$ cat config.mk
export PLATFORM = sky130hd
export DESIGN_NAME = cache_arbiter
export DESIGN_NICKNAME = d
export VERILOG_FILES = /design/src/rtl/cache_arbiter_pkg.sv /design/src/rtl/cache_arbiter.sv
export SDC_FILE = /design/constraint.sdc
export NUM_CORES = 1
export LEC_CHECK = 0
export ABC_AREA = 0
export CAP_MARGIN = 20
export CELL_PAD_IN_SITES_DETAIL_PLACEMENT = 1
export CELL_PAD_IN_SITES_GLOBAL_PLACEMENT = 1
export CORE_AREA = 8 8 559 561
export CTS_CLUSTER_DIAMETER = 60
export DETAILED_ROUTE_END_ITERATION = 12
export DIE_AREA = 0 0 567 569
export DONT_BUFFER_PORTS = 1
export PLACE_DENSITY_LB_ADDON = 0.1
export SYNTH_ARGS = -nofsm -noshare
export SYNTH_HDL_FRONTEND = slang
export SYNTH_SLANG_ARGS = --single-unit
$ cat constraint.sdc
create_clock -name clk -period 2.5 [get_ports clk]
set_input_delay 0.375 -clock clk [delete_from_list [all_inputs] [get_ports clk]]
set_output_delay 0.375 -clock clk [all_outputs]
set_load 0.05 [all_outputs]
$ cat src/rtl/cache_arbiter_pkg.sv
// Shared types for the mp4 memory-side line arbiter: FSM states, grant
// identities and the line geometry used to align physical addresses.
package cache_arbiter_pkg;

    localparam int unsigned CA_LINE_W        = 256;
    localparam int unsigned CA_ADDR_W        = 32;
    localparam int unsigned LINE_OFFSET_BITS = $clog2(CA_LINE_W / 8);

    typedef enum logic [1:0] {
        IDLE    = 2'd0,
        SERVE_I = 2'd1,
        SERVE_D = 2'd2
    } arb_state_t;

    typedef enum logic {
        GRANT_I = 1'b0,
        GRANT_D = 1'b1
    } arb_grant_t;

endpackage

$ cat src/rtl/cache_arbiter.sv
// Round-robin arbiter between icache and dcache for the single line port of
// the cacheline adaptor; one 256-bit transaction in flight at a time.
module cache_arbiter
    import cache_arbiter_pkg::*;
#(
    parameter int unsigned LINE_W = CA_LINE_W,
    parameter int unsigned ADDR_W = CA_ADDR_W
) (
    input  logic              clk,
    input  logic              rst,
    input  logic              i_pmem_read,
    input  logic [ADDR_W-1:0] i_pmem_address,
    output logic [LINE_W-1:0] i_pmem_rdata,
    output logic              i_pmem_resp,
    input  logic              d_pmem_read,
    input  logic              d_pmem_write,
    input  logic [ADDR_W-1:0] d_pmem_address,
    input  logic [LINE_W-1:0] d_pmem_wdata,
    output logic [LINE_W-1:0] d_pmem_rdata,
    output logic              d_pmem_resp,
    output logic              pmem_read,
    output logic              pmem_write,
    output logic [ADDR_W-1:0] pmem_address,
    output logic [LINE_W-1:0] pmem_wdata,
    input  logic [LINE_W-1:0] pmem_rdata,
    input  logic              pmem_resp,
    output logic [31:0]       i_grant_count,
    output logic [31:0]       d_grant_count
);

    localparam logic [ADDR_W-1:0] OFFSET_MASK = ADDR_W'((LINE_W / 8) - 1);

    function automatic logic [ADDR_W-1:0] line_align(input logic [ADDR_W-1:0] addr);
        return addr & ~OFFSET_MASK;
    endfunction

    arb_state_t        state_r;
    arb_grant_t        last_grant_r;
    logic              cmd_read_r;
    logic              cmd_write_r;
    logic [ADDR_W-1:0] addr_r;
    logic [LINE_W-1:0] wdata_r;
    logic [31:0]       i_count_r;
    logic [31:0]       d_count_r;
    logic              d_req_s;
    logic              grant_i_s;
    logic              grant_d_s;

    assign d_req_s = d_pmem_read | d_pmem_write;

    // Grant selection seen from IDLE: under contention favour whoever was not served last.
    always_comb begin
        grant_i_s = 1'b0;
        grant_d_s = 1'b0;
        if (i_pmem_read && (!d_req_s || (last_grant_r == GRANT_D))) begin
            grant_i_s = 1'b1;
        end else if (d_req_s) begin
            grant_d_s = 1'b1;
        end else begin
            grant_i_s = 1'b0;
            grant_d_s = 1'b0;
        end
    end

    // Arbitration FSM, request registers and per-requester completion counters.
    always_ff @(posedge clk) begin
        if (rst) begin
            state_r      <= IDLE;
            last_grant_r <= GRANT_D;
            cmd_read_r   <= 1'b0;
            cmd_write_r  <= 1'b0;
            addr_r       <= '0;
            wdata_r      <= '0;
            i_count_r    <= 32'd0;
            d_count_r    <= 32'd0;
        end else begin
            case (state_r)
                IDLE: begin
                    if (grant_i_s) begin
                        state_r     <= SERVE_I;
                        cmd_read_r  <= 1'b1;
                        cmd_write_r <= 1'b0;
                        addr_r      <= line_align(i_pmem_address);
                    end else if (grant_d_s) begin
                        // A simultaneous read+write from the dcache is a writeback.
                        state_r     <= SERVE_D;
                        cmd_read_r  <= ~d_pmem_write;
                        cmd_write_r <= d_pmem_write;
                        addr_r      <= line_align(d_pmem_address);
                        wdata_r     <= d_pmem_wdata;
                    end else begin
                        state_r <= IDLE;
                    end
                end
                SERVE_I: begin
                    if (pmem_resp) begin
                        state_r      <= IDLE;
                        cmd_read_r   <= 1'b0;
                        cmd_write_r  <= 1'b0;
                        last_grant_r <= GRANT_I;
                        i_count_r    <= i_count_r + 32'd1;
                    end else begin
                        state_r <= SERVE_I;
                    end
                end
                SERVE_D: begin
                    if (pmem_resp) begin
                        state_r      <= IDLE;
                        cmd_read_r   <= 1'b0;
                        cmd_write_r  <= 1'b0;
                        last_grant_r <= GRANT_D;
                        d_count_r    <= d_count_r + 32'd1;
                    end else begin
                        state_r <= SERVE_D;
                    end
                end
                default: begin
                    state_r     <= IDLE;
                    cmd_read_r  <= 1'b0;
                    cmd_write_r <= 1'b0;
                end
            endcase
        end
    end

    // Response is a zero-latency pass-through, suppressed while reset is applied.
    assign i_pmem_resp   = ~rst & pmem_resp & (state_r == SERVE_I);
    assign d_pmem_resp   = ~rst & pmem_resp & (state_r == SERVE_D);
    assign i_pmem_rdata  = pmem_rdata;
    assign d_pmem_rdata  = pmem_rdata;

    assign pmem_read     = cmd_read_r;
    assign pmem_write    = cmd_write_r;
    assign pmem_address  = addr_r;
    assign pmem_wdata    = wdata_r;
    assign i_grant_count = i_count_r;
    assign d_grant_count = d_count_r;

endmodule

# --- After elaboration in Yosys (flattened, before gate mapping) ---
# Index checks and enable logic that the tools add are counted.
classes:
  n_reduce_logical: 13
  eq_ne: 6
  add_sub_neg: 2
  bitwise_logic: 7
  n_mux: 19
op_table:
  columns: ["cell", "n"]
  rows:
  - ["adder 32 x 1 -> 32 bit, second input constant", 2]
  - ["two-way mux 32 bit", 2]
  - ["two-way mux 1 bit", 10]
  - ["AND reduction 2 bit", 4]
  - ["two-way mux 2 bit", 3]
  - ["one-hot mux 1 bit (2 select lines)", 3]
  - ["one-hot mux 2 bit (3 select lines)", 1]
  - ["AND reduction 3 bit", 2]
  - ["!= test 2 bit, second input constant", 2]
  - ["nonzero test 2 bit", 2]
  - ["bitwise AND 1 bit", 3]
  - ["!= test 3 bit, second input constant", 1]
  - ["NOT 1 bit", 3]
  - ["== test 2 x 1 -> 1 bit, second input constant", 1]
  - ["== test 2 bit, second input constant", 1]
  - ["zero test 2 bit", 1]
  - ["!= test 2 x 1 -> 1 bit, second input constant", 1]
  - ["OR reduction 2 bit", 1]
  - ["logical AND 1 bit", 1]
  - ["zero test 1 bit", 1]
  - ["logical OR 1 bit", 1]
  - ["bitwise OR 1 bit", 1]
word_totals:
  out_inout_bits: 868
  regBits: 357

# --- Depth between registers and ports, before layout ---
# Gate-level depths: netlist of run 1.
logic_depth:
  word_depth: 8
  mapped_depth: 8
  mapped_depth_nobuf: 6

# --- Worst setup path after synthesis of run 1 ---
# No wires, ideal clock.
synth_timing:
  path_kind: "register to register"
  start: "register i_count_r[9], in the netlist i_grant_count[9]"
  end: "register i_count_r[22], in the netlist i_grant_count[22]"
  t_arrival_ns: 2.265
  required_ns: 2.379
  path_stages_with_launch: 6
  setup_slack_ns: 0.114
  path_cell_list: "dfxtp_1 > nand4_1 > or4_4 > buf_2 > nor4_1 > mux2_2"
synth_between:
  elab_chain_len: 1
synth_lines:
  columns: ["item", "line", "rtl"]
  rows:
  - ["start: declaration", "cache_arbiter.sv:43", "logic [31:0] i_count_r;"]
  - ["start signal: assignment", "cache_arbiter.sv:101", "i_count_r <= i_count_r + 32'd1;"]
  - ["adder 32 x 1 -> 32 bit", "cache_arbiter.sv:101", null]
# Every way passes these cells.
# A chain may end at the register's enable or synchronous reset.

# --- Worst setup path in the final report of run 1 ---
layout_timing:
  start: "register state_r[1]"
  end: "output i_pmem_resp"
layout_between:
  elab_chain_len: 2
layout_lines:
  columns: ["item", "line", "rtl"]
  rows:
  - ["start: declaration", "cache_arbiter.sv:37", "arb_state_t state_r;"]
  - ["start signal: assignment", "cache_arbiter.sv:68", "state_r <= IDLE;"]
  - ["start signal: assignment", "cache_arbiter.sv:80", "state_r <= SERVE_I;"]
  - ["start signal: assignment", "cache_arbiter.sv:86", "state_r <= SERVE_D;"]
  - ["== test 2 x 1 -> 1 bit", "cache_arbiter.sv:127", "assign i_pmem_resp = ~rst & pmem_resp & (state_r == SERVE_I);"]
  - ["bitwise AND 1 bit", "cache_arbiter.sv:127", null]
  - ["end: declaration", "cache_arbiter.sv:14", "output logic i_pmem_resp,"]
# Every way passes these cells.

==> impl_metrics.ini, run 1 <==
[yosys]
yosys_register_bits = 352
synth-seq-area-share_pct = 41.4
synth.distinct_cells = 42
avgSynthCellArea_um2 = 7.94
synth_cells = 2144
syn_area_um2 = 17000
synth_ff_type = dfxtp_1
yosys_warnings = 0
postSynth.asyncResetShare_pct = 0
number_of_flops_mapped_to_enable_cells_by_yosys = 0

[status]
result_of_the_run = finished clean

[timing]
report.final.hold_viol_count = 0
max_freq_mhz = 425
finalSetupTns_ps = 0
max-slew-margin-rel_pct = 38.0
rsz0062_at_grt = yes
report.final.slew_viol_count = 0
clock-skew-final_ps = 22.8
timing.final.crit_share_pct = 94.1
setup_viol_count_final = 0
layout_min_cycle_time_ps = 2350
least_margin_pin_slew_ps = 929

[worst_hold_path]
timing.hold.worst.start = d_pmem_wdata[212]
min_delay_worst_endpoint = pmem_wdata[212]
min_path_cells = 2
type_of_the_tightest_min_delay_check = input port to flop

[critical_path]
worstPathBufferInverterCount = 3
critical-path-slowest-cell = dfxtp_1
cp_data_required_time_ps = 2120
worst_ep_arrival_ps = 1980
timing.rr.start = i_grant_count[11]
worst_path_cell_chain = inv_1 -> ha_2 -> nand2_1 -> buf_4 -> nor2_1 -> buf_6
reg2reg_setup_slack_ps = 160
worst_r2r_path_depth = 5
cp-startpoint = state_r[1]
regToRegEndpoint = i_grant_count[15]
timing.critical_path.fanout_max = 6
setup.worst_path.end_class = primary output
worstSetupPathType = flop to primary output
worst_setup_path_start_kind = flop
cp_slowest_stage_delay_ps = 320
path_delay_family = buffers and inverters

[grt]
grt_pass1_vias = 16241
number_of_antenna_violations_at_the_first_check_in_global_routing = 30
grt_max_degree = 362
globalRouteTotalUtil_pct = 7.73
grt_pass1_wl_mm = 168
gr-total-overflow = 0

[route]
route.final.wire_length_mm = 134
wire_per_inst_um = 21.5
drt-vias-per-instance = 2.36
drt_drc_violations_left = 0
dr.pass1.iters = 4
ant_nets = 0
total_vias_in_the_final_route = 14717
drt_iter0_drc = 444

[placed_design]
place.port_buffers = 0
place_hpwl_mm = 103
dpl_cell_area_um2 = 19100
cells_after_dpl = 5664
routabilityCongestion = 0.645

[floorplanning]
die_width_um = 567
core.rowCount = 203
chipHeight_um = 569
floorplan.io_pins = 1450
initial_utilization_pct = 5.60
design.core.area_um2 = 304000
floorplan.die_area_um2 = 323000

[pwr]
vdd_ir_drop_max_uv = 471
p_total_mw = 23.6
p_leak_nw = 8.89
power_density_nw_per_um2 = 891

[clocking]
cts.sinks = 352
clock_tree.root_cell = clkbuf_16
clockBufferDepth = 4
cts_made_buffers = 96
clk_pin_slew_ps = 40
cts_tree = yes
clock_tree.htree_level_count = 3
worst_skew_pair.late_latency_ps = 780

[cells_and_area]
post_route_cells_drive_above_1_share_pct = 15.4
areaGrowthSynthToFinish_pct = 56.0
finalInstanceArea_um2 = 26500
final_cell_count_no_fill = 6234
nets_final = 2747

[job]
cap_viol_max_count = 0
## report_power, final
group          switching (mW)  internal [mW]
registers                1.58           6.02
logic                    1.65           1.05
clock network            4.25           9.12
total                    7.47           16.2
## state kept, by name, summed over array words and instances, names as in the netlist
signal,count
state_r,2
d_grant_count,32
pmem_wdata,256
i_grant_count,32
pmem_write,1
pmem_read,1
last_grant_r,1
pmem_address,27
## worst max-delay path by stage
| stage | slack (ps) | end | depth (start not counted) |
|---|---|---|---|
| floorplan | 110 | i_grant_count[22] | 5 |
| global placement | -20 | pmem_wdata[212] | 8 |
| detailed placement | -30 | pmem_wdata[212] | 8 |
| CTS | 2 | i_pmem_resp | 6 |
| global route | -60 | d_pmem_resp | 6 |
| finish | 150 | i_pmem_resp | 6 |
## stage by stage
stage | setup WS [ps] | hold WS [ps] | util [%]
2_1_floorplan | 114 | 478 | -
3_3_place_gp | -18.0 | 458 | 6.28
3_5_place_dp | -30.5 | 465 | 6.28
4_1_cts | 1.57 | -371 | 8.63
5_1_grt | -55.9 | 23.2 | 8.73
6_report | 146 | 12.6 | 8.73
## placed cells by master, fill, tap and decap left out, types with 6 or more instances in the layout
cell type,count
diode_2,12
or4_1,23
nor2b_1,6
xnor2_1,8
or3_1,16
and4_1,8
inv_1,14
xor2_1,11
a211oi_1,28
clkbuf_1,9
dfxtp_1,349
clkbuf_16,100
dlygate4sd3_1,383
nor4_1,10
clkinv_2,13
bufinv_16,15
clkinvlp_4,6
nand3_1,22
o21ai_0,16
buf_12,16
a21oi_1,295
nor2_1,57
nand4_1,16
buf_4,136
mux2i_1,27
o31ai_1,20
nand2_1,540
clkbuf_8,20
mux2_2,7
## repair_timing
item / in CTS / in global routing
setup buffers: 0 / 5
endpoints found under the setup margin: 3 / 49
resized for setup: 6 / 9
cloned: 0 / 3
hold buffers: 377 / 9
pin swaps: 0 / 4
endpoints found under the hold margin: 347 / 89
## final cells by class
type | count | area, um2
multi-input combinational | 1148 | 5650
clock inverter | 38 | 607
sequential | 352 | 7050
fill | 35904 | 277000
inverter | 14 | 52.6
antenna | 12 | 30.0
clock buffer | 126 | 2740
tap | 3997 | 5000
timing repair buffer | 547 | 5420
## Yosys cell counts (all sizes together) (2+ instances only)
master,count,area share (%)
nand3,22,0.65
ha,6,0.44
nor3,3,0.088
or2,2,0.073
xor2,11,0.57
nand4,16,0.59
and2,2,0.073
and4,8,0.41
clkbuf,104,2.3
a21oi,295,8.7
or3,17,0.62
a211oi,28,1.2
buf,530,23
dfxtp,352,41
nor2,58,1.3
nor4,10,0.37
o21ai,17,0.50
inv,14,0.31
mux2,7,0.46
or4,24,1.1
mux2i,27,1.6
xnor2,8,0.41
and3,5,0.18
o31ai,20,0.88
nor2b,6,0.22
nand2,541,12
## logic make-up (layout without fill, tap and decap cells)
| logic type | Yosys count | in the layout | synth area share [%] |
|---|---|---|---|
| adder cells (fa/ha/maj) | 6 | 6 | 0.441 |
| AND/OR/NAND/NOR | 718 | 718 | 17.8 |
| other | 1 | 17 | 0.0220 |
| XOR/XNOR | 19 | 19 | 0.978 |
| buffers and inverters | 648 | 725 | 25.7 |
| multiplexers | 34 | 34 | 2.05 |
| AO/OA/AOI/OAI | 366 | 366 | 11.6 |
| flip-flops | 352 | 352 | 41.4 |
## metal layers
metal	up-vias	wire length [um]	global-route usage [%]	part of all wire [%]
li1	6582	-	-	-
met1	6880	46100	7.51	34
met2	839	59500	12.3	44
met3	404	20300	5.22	15
met4	12	7870	4.41	5.9
met5	-	103	0.103	0.077
Power figures use the tool's default switching activity.
==> run 2: changes to the inputs <==
CORE_AREA = 4 4 555 557   (was 8 8 559 561)
DIE_AREA = 0 0 559 561   (was 0 0 567 569)
SETUP_SLACK_MARGIN = 0.15   (was default)
==> run 2 against run 1 <==
The run now ends with negative hold slack left. Design area down 4.4%. Combinational power down 12%. Critical path depth unchanged. Via count down 2.9%. Non-clock buffer count down 88. Largest cell class unchanged. Highest routed layer unchanged.
==> impl_metrics.ini, run 2 (synthesized netlist as in run 1, its figures left out) <==
[status]
result_of_the_run = finished with violations
violations = negative hold slack

[route]
dr.pass1.iters = 4
route.final.wire_length_mm = 123
wl_met1_mm = 40.8
total_vias_in_the_final_route = 14291
drt_drc_violations_left = 0
ant_nets = 0
wire_per_inst_um = 20.0
drt_iter0_drc = 388
met2WireLength_mm = 53.2
top_signal_layer_used = met5
wl_met3_mm = 21.4
drt-vias-per-instance = 2.33

[floorplanning]
design.core.area_um2 = 303000
core.rowCount = 202
floorplan.io_pins = 1450
die_width_um = 559
chipHeight_um = 561
floorplan.die_area_um2 = 314000
initial_utilization_pct = 5.63

[cells_and_area]
mostFrequentLayoutCell = nand2_1
post_route_cells_drive_above_1_share_pct = 17.5
largest_register_ff_count = 256
areaGrowthSynthToFinish_pct = 49.1
nets_final = 2659
multi_input_area_um2 = 5700
ff_latch_area_um2 = 7060
most_used_cells_in_the_layout_excluding_fill_and_tap_cells = 539 x nand2_1, 344 x dfxtp_1, 295 x a21oi_1, 274 x dlygate4sd3_1, 163 x buf_4
fillCellCount = 35811

[clocking]
clock_tree.root_cell = clkbuf_16
clockBufferDepth = 4
cts.sinks = 352
clock_tree.htree_level_count = 3
cts_tree = yes
clk_pin_slew_ps = 50
cts_made_buffers = 96
worst_skew_pair.late_latency_ps = 800

[grt]
grt_max_degree = 362
globalRouteTotalUtil_pct = 7.57
grt_pass1_vias = 15970
grt_pass1_wl_mm = 160
number_of_antenna_violations_at_the_first_check_in_global_routing = 22
gr-total-overflow = 0

[timing]
holdWs_ps = -312
timing.final.crit_share_pct = 89.8
least_margin_pin_slew_ps = 971
layout_min_cycle_time_ps = 2250
max_freq_mhz = 445
rsz0062_at_grt = yes
finalSetupTns_ps = 0
setup_viol_count_final = 0
report.final.slew_viol_count = 0
report.final.hold_viol_count = 131
clock-skew-final_ps = 58.8
worst_slack_ps = 254
max-slew-margin-rel_pct = 35.3

[critical_path]
timing.rr.start = state_r[0]
timing.critical_path.fanout_max = 3
cp_data_required_time_ps = 2120
worst_r2r_path_depth = 9
setup.worst_path.end_class = primary output
cp-startpoint = state_r[1]
worst_setup_path_start_kind = flop
worstSetupPathType = flop to primary output
worst_ep_arrival_ps = 1870

[placed_design]
place.port_buffers = 0
preCtsSetupSlack_ps = 90.6
place_hpwl_mm = 96.9
routabilityCongestion = 0.671

[pwr]
power_density_nw_per_um2 = 893
p_leak_nw = 8.31
vdd_ir_drop_max_uv = 450

[worst_hold_path]
timing.hold.worst.start = rst
min_path_cells = 1
type_of_the_tightest_min_delay_check = input port to flop

[job]
cap_viol_max_count = 0
-- run 2: changes by cell type in the layout (fill, tap and decap cells not counted), sizes merged --
cell         previous run  this run
dlygate4sd3           383       274
bufinv                 15        10
clkinv                 15        24
inv                    16        14
clkinvlp                6        10
clkbuf                129       126
buf                   161       185
diode                  12         8
-- run 2: layer usage --
layer  GRT usage, %  vias to the layer above
li1               -                     6408
met1           7.02                     6629
met2           11.6                      884
met5          0.211                        -
met3           6.10                      364
met4           4.48                        6
-- run 2: area by class of cell --
type	instances	area share (%)
tap	3978	19.6
sequential	352	27.8
timing repair buffer	459	17.2
antenna	8	0.0789
multi-input combinational	1148	22.5
inverter	14	0.227
clock inverter	44	2.07
clock buffer	126	10.5
-- run 2: path summary, 6_finish.rpt --
path | to | slack, ps
worst min-delay path | pmem_wdata[169] | -310
worst min register to register | pmem_wdata[161] | 450
worst max register to register | d_grant_count[8] | 270
worst max-delay path | i_pmem_resp | 250
-- run 2: critical path, cell delays in order, from the launching register on --
cell and delay [ps]:
dfxtp_4 360, inv_4 60, ha_4 170, nand2_4 70
buf_8 130, nor2_4 90, buf_8 170
-- run 2: metrics by stage --
stage / hold slack [ps] / util (%) / area (um2) / std cells / total power, mW
global route: -389 / 8.39 / 25400 / 6126 / 24.0
CTS: -384 / 8.33 / 25200 / 6107 / 23.6
finish: -312 / 8.39 / 25400 / 6129 / 22.7
global placement: 456 / 6.36 / 19200 / 5670 / 9.81
detailed placement: 457 / 6.36 / 19200 / 5670 / 9.82
floorplan: 478 / - / 17000 / 2148 / 10.8
-- run 2: power breakdown --
| group | internal, mW | total (mW) | switching [mW] |
|---|---|---|---|
| combinational | 0.937 | 2.36 | 1.42 |
| clock | 8.44 | 12.7 | 4.25 |
| sequential | 6.02 | 7.62 | 1.60 |
-- run 2: timing repair --
action / in CTS / in global routing
endpoints found under the setup margin: 53 / 20
buffers inserted: 5 / 2
pin swaps: 3 / 4
hold buffers: 262 / 12
gates resized for setup: 24 / 8
endpoints found under the hold margin: 345 / 230
